### config.mk
export PLATFORM = sky130hd
export DESIGN_NAME = irq_arbiter
export DESIGN_NICKNAME = d
export VERILOG_FILES = /design/src/rtl/irq_arbiter.sv
export SDC_FILE = /design/constraint.sdc
export NUM_CORES = 1
export LEC_CHECK = 0
export ABC_AREA = 1
export CELL_PAD_IN_SITES_DETAIL_PLACEMENT = 0
export CELL_PAD_IN_SITES_GLOBAL_PLACEMENT = 1
export CORE_MARGIN = 2
export CORE_UTILIZATION = 30
export CTS_CLUSTER_SIZE = 12
export DETAILED_ROUTE_END_ITERATION = 10
export PLACE_DENSITY_LB_ADDON = 0.1
export SETUP_SLACK_MARGIN = 0.05
export SKIP_CTS_REPAIR_TIMING = 1
export SLEW_MARGIN = 20
export SYNTH_ARGS = -nofsm -noshare
export SYNTH_HDL_FRONTEND = slang
export SYNTH_SLANG_ARGS = --single-unit
### constraint.sdc
create_clock -name i_CLK -period 3.78 [get_ports i_CLK]
set_input_delay 0.378 -clock i_CLK [delete_from_list [all_inputs] [get_ports i_CLK]]
set_output_delay 0.378 -clock i_CLK [all_outputs]
set_load 0.1 [all_outputs]
### src/rtl/irq_arbiter.sv
// irq_arbiter: machine-external interrupt arbiter between the external
// interrupt lines and the core's trap-entry logic.
//   - Rising edges on i_MEI set pending bits; eligible = pending & i_MIE.
//   - One winner is requested (o_IRQ/o_IRQ_ID); the core acknowledges with
//     i_IRQ_ACK, and i_MRET ends the service. There is no nesting.
//   - o_MCAUSE carries the cause word for mcause while a trap is requested
//     or in service.
// Optional feature macro: IRQ_ARB_ROUND_ROBIN_EN selects round-robin winner
// selection (pointer = acked id + 1). When it is undefined, fixed priority
// is used (index 0 is highest) and no pointer register exists.
// o_DBG_STATE exposes the FSM state (IDLE=0, REQ=1, ACTIVE=2) for observation.
module irq_arbiter #(
  parameter int N_SRC = 6
) (
  input  logic             i_CLK,
  input  logic             i_RST,
  input  logic [N_SRC-1:0] i_MEI,
  input  logic [N_SRC-1:0] i_MIE,
  input  logic             i_GIE,
  input  logic             i_IRQ_ACK,
  input  logic             i_MRET,
  output logic             o_IRQ,
  output logic [2:0]       o_IRQ_ID,
  output logic             o_ACTIVE,
  output logic [N_SRC-1:0] o_PENDING,
  output logic [31:0]      o_MCAUSE,
  output logic [1:0]       o_DBG_STATE
);

  typedef enum logic [1:0] {
    S_IDLE   = 2'd0,
    S_REQ    = 2'd1,
    S_ACTIVE = 2'd2
  } state_t;

  state_t           state;
  logic [N_SRC-1:0] mei_q;
  logic [N_SRC-1:0] pending;
  logic [2:0]       id_q;
  logic             irq_q;
  logic             active_q;
  logic [31:0]      mcause_q;

  logic [N_SRC-1:0] edge_v;
  logic [N_SRC-1:0] eligible;
  logic [N_SRC-1:0] id_oh;
  logic [N_SRC-1:0] ack_clr;
  logic             ack_take;
  logic             id_eligible;
  logic [2:0]       win_id;
  logic             win_found;

`ifdef IRQ_ARB_ROUND_ROBIN_EN
  logic [2:0]       rr_ptr;
  logic [2:0]       rr_next;
`endif

  // Handshake: o_IRQ acts as "valid" and i_IRQ_ACK as the accepting pulse.
  // While o_IRQ is high, o_IRQ_ID is held stable; the request ends either on
  // the ack (transfer taken, enter ACTIVE) or on withdrawal when the source
  // becomes ineligible or i_GIE drops. Ack wins over withdrawal in one cycle.

  // Edge detect, id decode and eligibility of the registered winner
  always_comb begin
    edge_v   = i_MEI & ~mei_q;
    eligible = pending & i_MIE;
    id_oh    = '0;
    for (int k = 0; k < N_SRC; k++) begin
      id_oh[k] = (id_q == 3'(k));
    end
    ack_take    = (state == S_REQ) && i_IRQ_ACK;
    ack_clr     = ack_take ? id_oh : '0;
    id_eligible = |(eligible & id_oh);
  end

`ifdef IRQ_ARB_ROUND_ROBIN_EN
  // Round-robin winner: lowest eligible index at or above the pointer,
  // otherwise wrap and take the lowest eligible index overall
  always_comb begin
    win_id    = '0;
    win_found = 1'b0;
    for (int k = 0; k < N_SRC; k++) begin
      if (!win_found && eligible[k] && (3'(k) >= rr_ptr)) begin
        win_found = 1'b1;
        win_id    = 3'(k);
      end
    end
    for (int k = 0; k < N_SRC; k++) begin
      if (!win_found && eligible[k]) begin
        win_found = 1'b1;
        win_id    = 3'(k);
      end
    end
    rr_next = (id_q == 3'(N_SRC - 1)) ? 3'd0 : id_q + 3'd1;
  end
`else
  // Fixed-priority winner: lowest eligible index
  always_comb begin
    win_id    = '0;
    win_found = 1'b0;
    for (int k = 0; k < N_SRC; k++) begin
      if (!win_found && eligible[k]) begin
        win_found = 1'b1;
        win_id    = 3'(k);
      end
    end
  end
`endif

  // Edge capture into pending; a new edge on the acked bit wins over the clear
  always_ff @(posedge i_CLK) begin
    if (i_RST) begin
      mei_q   <= '0;
      pending <= '0;
    end else begin
      mei_q   <= i_MEI;
      pending <= (pending & ~ack_clr) | edge_v;
    end
  end

  // Request/ack/return FSM with registered outputs
  always_ff @(posedge i_CLK) begin
    if (i_RST) begin
      state    <= S_IDLE;
      id_q     <= '0;
      irq_q    <= 1'b0;
      active_q <= 1'b0;
      mcause_q <= '0;
`ifdef IRQ_ARB_ROUND_ROBIN_EN
      rr_ptr   <= '0;
`endif
    end else begin
      case (state)
        S_IDLE: begin
          if (i_GIE && win_found) begin
            state    <= S_REQ;
            id_q     <= win_id;
            irq_q    <= 1'b1;
            mcause_q <= {1'b1, 28'd0, win_id};
          end
        end
        S_REQ: begin
          if (i_IRQ_ACK) begin
            state    <= S_ACTIVE;
            irq_q    <= 1'b0;
            active_q <= 1'b1;
`ifdef IRQ_ARB_ROUND_ROBIN_EN
            rr_ptr   <= rr_next;
`endif
          end else if (!id_eligible || !i_GIE) begin
            state    <= S_IDLE;
            irq_q    <= 1'b0;
            mcause_q <= '0;
          end
        end
        S_ACTIVE: begin
          if (i_MRET) begin
            state    <= S_IDLE;
            active_q <= 1'b0;
            mcause_q <= '0;
          end
        end
        default: begin
          state    <= S_IDLE;
          irq_q    <= 1'b0;
          active_q <= 1'b0;
          mcause_q <= '0;
        end
      endcase
    end
  end

  assign o_IRQ       = irq_q;
  assign o_IRQ_ID    = id_q;
  assign o_ACTIVE    = active_q;
  assign o_PENDING   = pending;
  assign o_MCAUSE    = mcause_q;
  assign o_DBG_STATE = state;

endmodule

# Word level (Yosys, flattened, before mapping)
# Cells that the tools add are included.
word_totals:
  elab_cells: 81
  inputBits: 17
  reg_bits: 51
  out_inout_bits: 45
op_classes:
  mux: 29
  bitwise_logic: 9
  n_eq_ne: 13
  n_reduce_logical: 23
op_table:
  columns: ["operator", "count"]
  rows:
  - ["32-bit two-way mux", 4]
  - ["32-bit case mux with 3 select lines", 1]
  - ["6-bit AND", 4]
  - ["1-bit two-way mux", 12]
  - ["3-bit two-way mux", 4]
  - ["6-bit NOT", 2]
  - ["3-bit AND reduction", 3]
  - ["2-bit two-way mux", 4]
  - ["2-bit inequality test (second input constant)", 4]
  - ["1-bit logical AND", 7]
  - ["1-bit zero test", 7]
  - ["3-bit by 2-bit equality test with 1-bit output (second input constant)", 2]
  - ["3-bit equality test (second input constant)", 2]
  - ["6-bit two-way mux", 1]
  - ["6-bit OR", 1]
  - ["1-bit case mux with 3 select lines", 2]
  - ["2-bit case mux with 3 select lines", 1]
  - ["6-bit OR reduction", 1]
  - ["4-bit AND reduction", 1]
  - ["3-bit by 1-bit equality test with 1-bit output (second input constant)", 1]
  - ["3-bit zero test", 1]
  - ["3-bit by 2-bit inequality test with 1-bit output (second input constant)", 1]
  - ["2-bit by 1-bit equality test with 1-bit output (second input constant)", 1]
  - ["2-bit equality test (second input constant)", 1]
  - ["5 further kinds", 6]

# Depth between registers and ports, before layout
logic_depth:
  word_depth: 20
  mapped_depth: 11
  mapped_depth_nobuf: 11

# Least setup slack after synthesis
# OpenSTA, ideal clock, no wires.
synth_path:
  path_kind: "reg-to-reg"
  from: "reg id_q[0], in the netlist o_IRQ_ID[0]"
  to: "reg mcause_q[0], in the netlist o_MCAUSE[0]"
  path_slack_ns: 1.710
  stages_incl_launch_ff: 12
  arrival_time_ns: 1.954
  period_less_slack_ns: 2.070
  path_buffers: 0
  setup_ns: 0.117
  required_time_ns: 3.663
  path_cell_list: "dfxtp_1 inv_1 nor2_2 nand2_1 nor2_1 nor2_2 nand2_2 nand2_2 nand2_2 nor2_4 nor2_1 nor2_1"
synth_via:
  elab_chain_len: 7
  elab_cells_between_ends: 12
  cone_classes: "eq/ne: 6; bitwise: 1; reduce/logical: 5"
synth_lines:
  columns: ["item", "line", "source"]
  rows:
  - ["from (decl)", "39", "logic [2:0] id_q;"]
  - ["from (signal assigned)", "137", "id_q <= win_id;"]
  - ["3-bit by 1-bit equality test with 1-bit output (tied with other cells)", "69", "id_oh[k] = (id_q == 3'(k));"]
  - ["6-bit AND *", "73", "id_eligible = |(eligible & id_oh);"]
  - ["6-bit OR reduction *", "73", null]
  - ["1-bit zero test *", "150", "end else if (!id_eligible || !i_GIE) begin"]
  - ["1-bit logical OR *", "150", null]
  - ["2-bit by 1-bit inequality test with 1-bit output (no source line) *", null, null]
  - ["4-bit AND reduction (no source line) *", null, null]
  - ["to (signal assigned)", "139", "mcause_q <= {1'b1, 28'd0, win_id};"]
  - ["to (decl)", "42", "logic [31:0] mcause_q;"]
# Every way passes the cells marked *; elsewhere a longest branch is shown, timed or not.
# A chain may end at the register's enable or synchronous reset.

# Final worst setup path
layout_path:
  from: "reg id_q[1], in the netlist o_IRQ_ID[1]"
  to: "out o_IRQ_ID[1]"
layout_lines:
  columns: ["item", "line", "source"]
  rows:
  - ["to (decl)", "23", "output logic [2:0] o_IRQ_ID,"]
# No word-level cell between the ends.

==> reports/results.txt <==
Post-synth top cells - 31 x nand2_1, 28 x buf_4, 23 x dfxtp_1, 20 x inv_1, 17 x nor2_1
clk buf depth - 2
#FFs+latches synth - 23
synth warn - 0
crit-path max FO - 6
Syn-to-layout area delta - 24.1%
worst setup margin - 1490 ps
# clock sinks - 23
vias in the first global route - 1044
max frequency - 437 MHz
num ports - 62
largest net degree at the start of global routing - 13
number of port buffers - 33
drt pass-1 iters - 4
Clock Latency Late Sink - 260 ps
core area - 4090 sq um
Initial Util - 31.8%
mapped cell area - 1300 sq um
pwr dens - 528 nW/um^2
fillers - 433
RSZ-0062 raised after global routing - no
Max Slew Vio Count - 0
launch point of the worst path - o_IRQ_ID[1]
total gr overflow - 0
GPL Wtd Cong - 0.820
relative slew slack - 34.8%
chip height - 69.9 um
routed vias/inst - 4.28
Tightest Pin Transition - 975 ps
CTS Buf Count - 3
Synth area leaders - dfxtp_1 35%, buf_4 16%, nand2_1 8.9%
Pleak - 0.782 nW
ys async rst share - 0%
slowest cell delay on critical path - 1180 ps
first-pass GRT wire length - 4690 um
initial antenna violation count - 0
Final nets - 231
slowest cell on the critical path - clkdlybuf4s50_1
Die W - 69.9 um
Core Rows - 23
DRC - 0
Final Cycle Share - 60.5%
delay-heaviest family, CP - buffers and inverters
Finish-stage setup viols - 0
All-Layer GR Usage - 11.8%
H-tree Lvls - 1
Post-DP HPWL - 2210 um
CP Launch Type - flip-flop
EDFF count, synth - 0
status - finished clean
RR Startpoint - o_IRQ_ID[1]
hold crit path type - flip-flop to flip-flop
Syn Area/Cell - 7.27 sq um
die area - 4880 sq um
clock transition at the registers of the reported paths - 80 ps
DR vias - 1125
Iter 0 DRT Violations - 28
min cycle time layout - 2290 ps
setup_tns - 0 ps
Inserted Diodes - 0
number of buffers and inverters on the critical path - 1
Routed WL - 2700 um
area of the multi-input gates - 631 sq um
max-cap viol count - 0
final hold violations - 0
DR WL/cell - 10.3 um
Synth Flop Type - dfxtp_1
CP endpoint kind - output port
worst slack, placed - 1780 ps
worst path cell trace - clkdlybuf4s50_1
post-route ant nets - 0
r2r setup slk - 2330 ps
Cells after Synth - 179
post-synthesis cell type count - 24
layout cells sized above 1 - 12.7%
Yosys top cell area share - 35.4%
HP Start - mei_q[1]
Worst VDD drop - 0.000177 V
register area - 460 sq um
WS Path Type - flip-flop to output port
root buf cell - clkbuf_8
CTS tree - done
Data required, critical path - 3400 ps
worst endpoint data arrival time - 1910 ps
sequential cell area fraction in the yosys report - 35.4%
Final Skew - 1.45 ps
Synth area leader - dfxtp_1
most common cell in the netlist - nand2_1
==> layer usage <==
metal | vias to the layer above | share of wire, % | global-route usage, %
li1 | 572 | - | -
met1 | 494 | 46 | 15.6
met2 | 55 | 45 | 19.2
met3 | 4 | 7.7 | 2.31
met4 | 0 | 1.1 | 3.85
met5 | - | 0 | 0
==> layout by cell type (no fill, tap or decap), drive strengths merged <==
cell type / netlist / layout
nand2: 38 / 38
clkdlybuf4s50: 0 / 33
conb: 1 / 28
nor2: 25 / 25
dfxtp: 23 / 23
inv: 23 / 23
nand3: 12 / 12
o21ai: 10 / 10
a21oi: 8 / 8
o22ai: 5 / 5
clkbuf: 1 / 4
nor3: 1 / 1
o221a: 1 / 1
a21boi: 1 / 1
a211oi: 1 / 1
==> final cells by class <==
class / count / area share, %
clock buffer: 4 / 2.79
sequential: 23 / 28.5
tap: 50 / 3.87
inverter: 23 / 5.34
multi-input combinational: 130 / 39.0
timing repair buffer: 33 / 20.4
==> state kept, by name, summed over array words and instances, names as in the netlist <==
name,count
o_DBG_STATE,2
o_MCAUSE,4
o_IRQ_ID,3
mei_q,6
o_PENDING,6
o_ACTIVE,1
o_IRQ,1
==> through the flow <==
step / power, mW / instance area [sq um] / hold WS (ps) / util, % / std cells
floorplan: 0.657 / 1400 / 408 / - / 206
global placement: 0.710 / 1570 / 411 / 38.4 / 259
detailed placement: 0.710 / 1570 / 419 / 38.4 / 259
CTS: 0.867 / 1620 / 430 / 39.5 / 263
global route: 0.896 / 1620 / 459 / 39.5 / 263
finish: 0.853 / 1620 / 429 / 39.5 / 263
==> path summary, 6_finish.rpt <==
path | depth (start not counted) | end
hold reg to reg | 1 | o_PENDING[1]
setup / recovery | 1 | o_IRQ_ID[1]
setup reg to reg | 9 | o_MCAUSE[2]
hold / removal | 1 | o_PENDING[1]
==> cell families after synthesis <==
| kind of cell | Yosys count | synth area share (%) |
|---|---|---|
| flops | 23 | 35.4 |
| compound gates | 26 | 11.6 |
| buf+inv | 53 | 23.9 |
| other cells | 1 | 0.288 |
| simple gates | 76 | 28.7 |
==> report_power, final <==
| part | internal, mW | total [mW] | switching, mW |
|---|---|---|---|
| registers | 0.266 | 0.283 | 0.0172 |
| clock network | 0.0751 | 0.150 | 0.0744 |
| logic | 0.0798 | 0.421 | 0.341 |
| total | 0.421 | 0.853 | 0.433 |
Note: power is estimated with default switching activity, not from simulation.
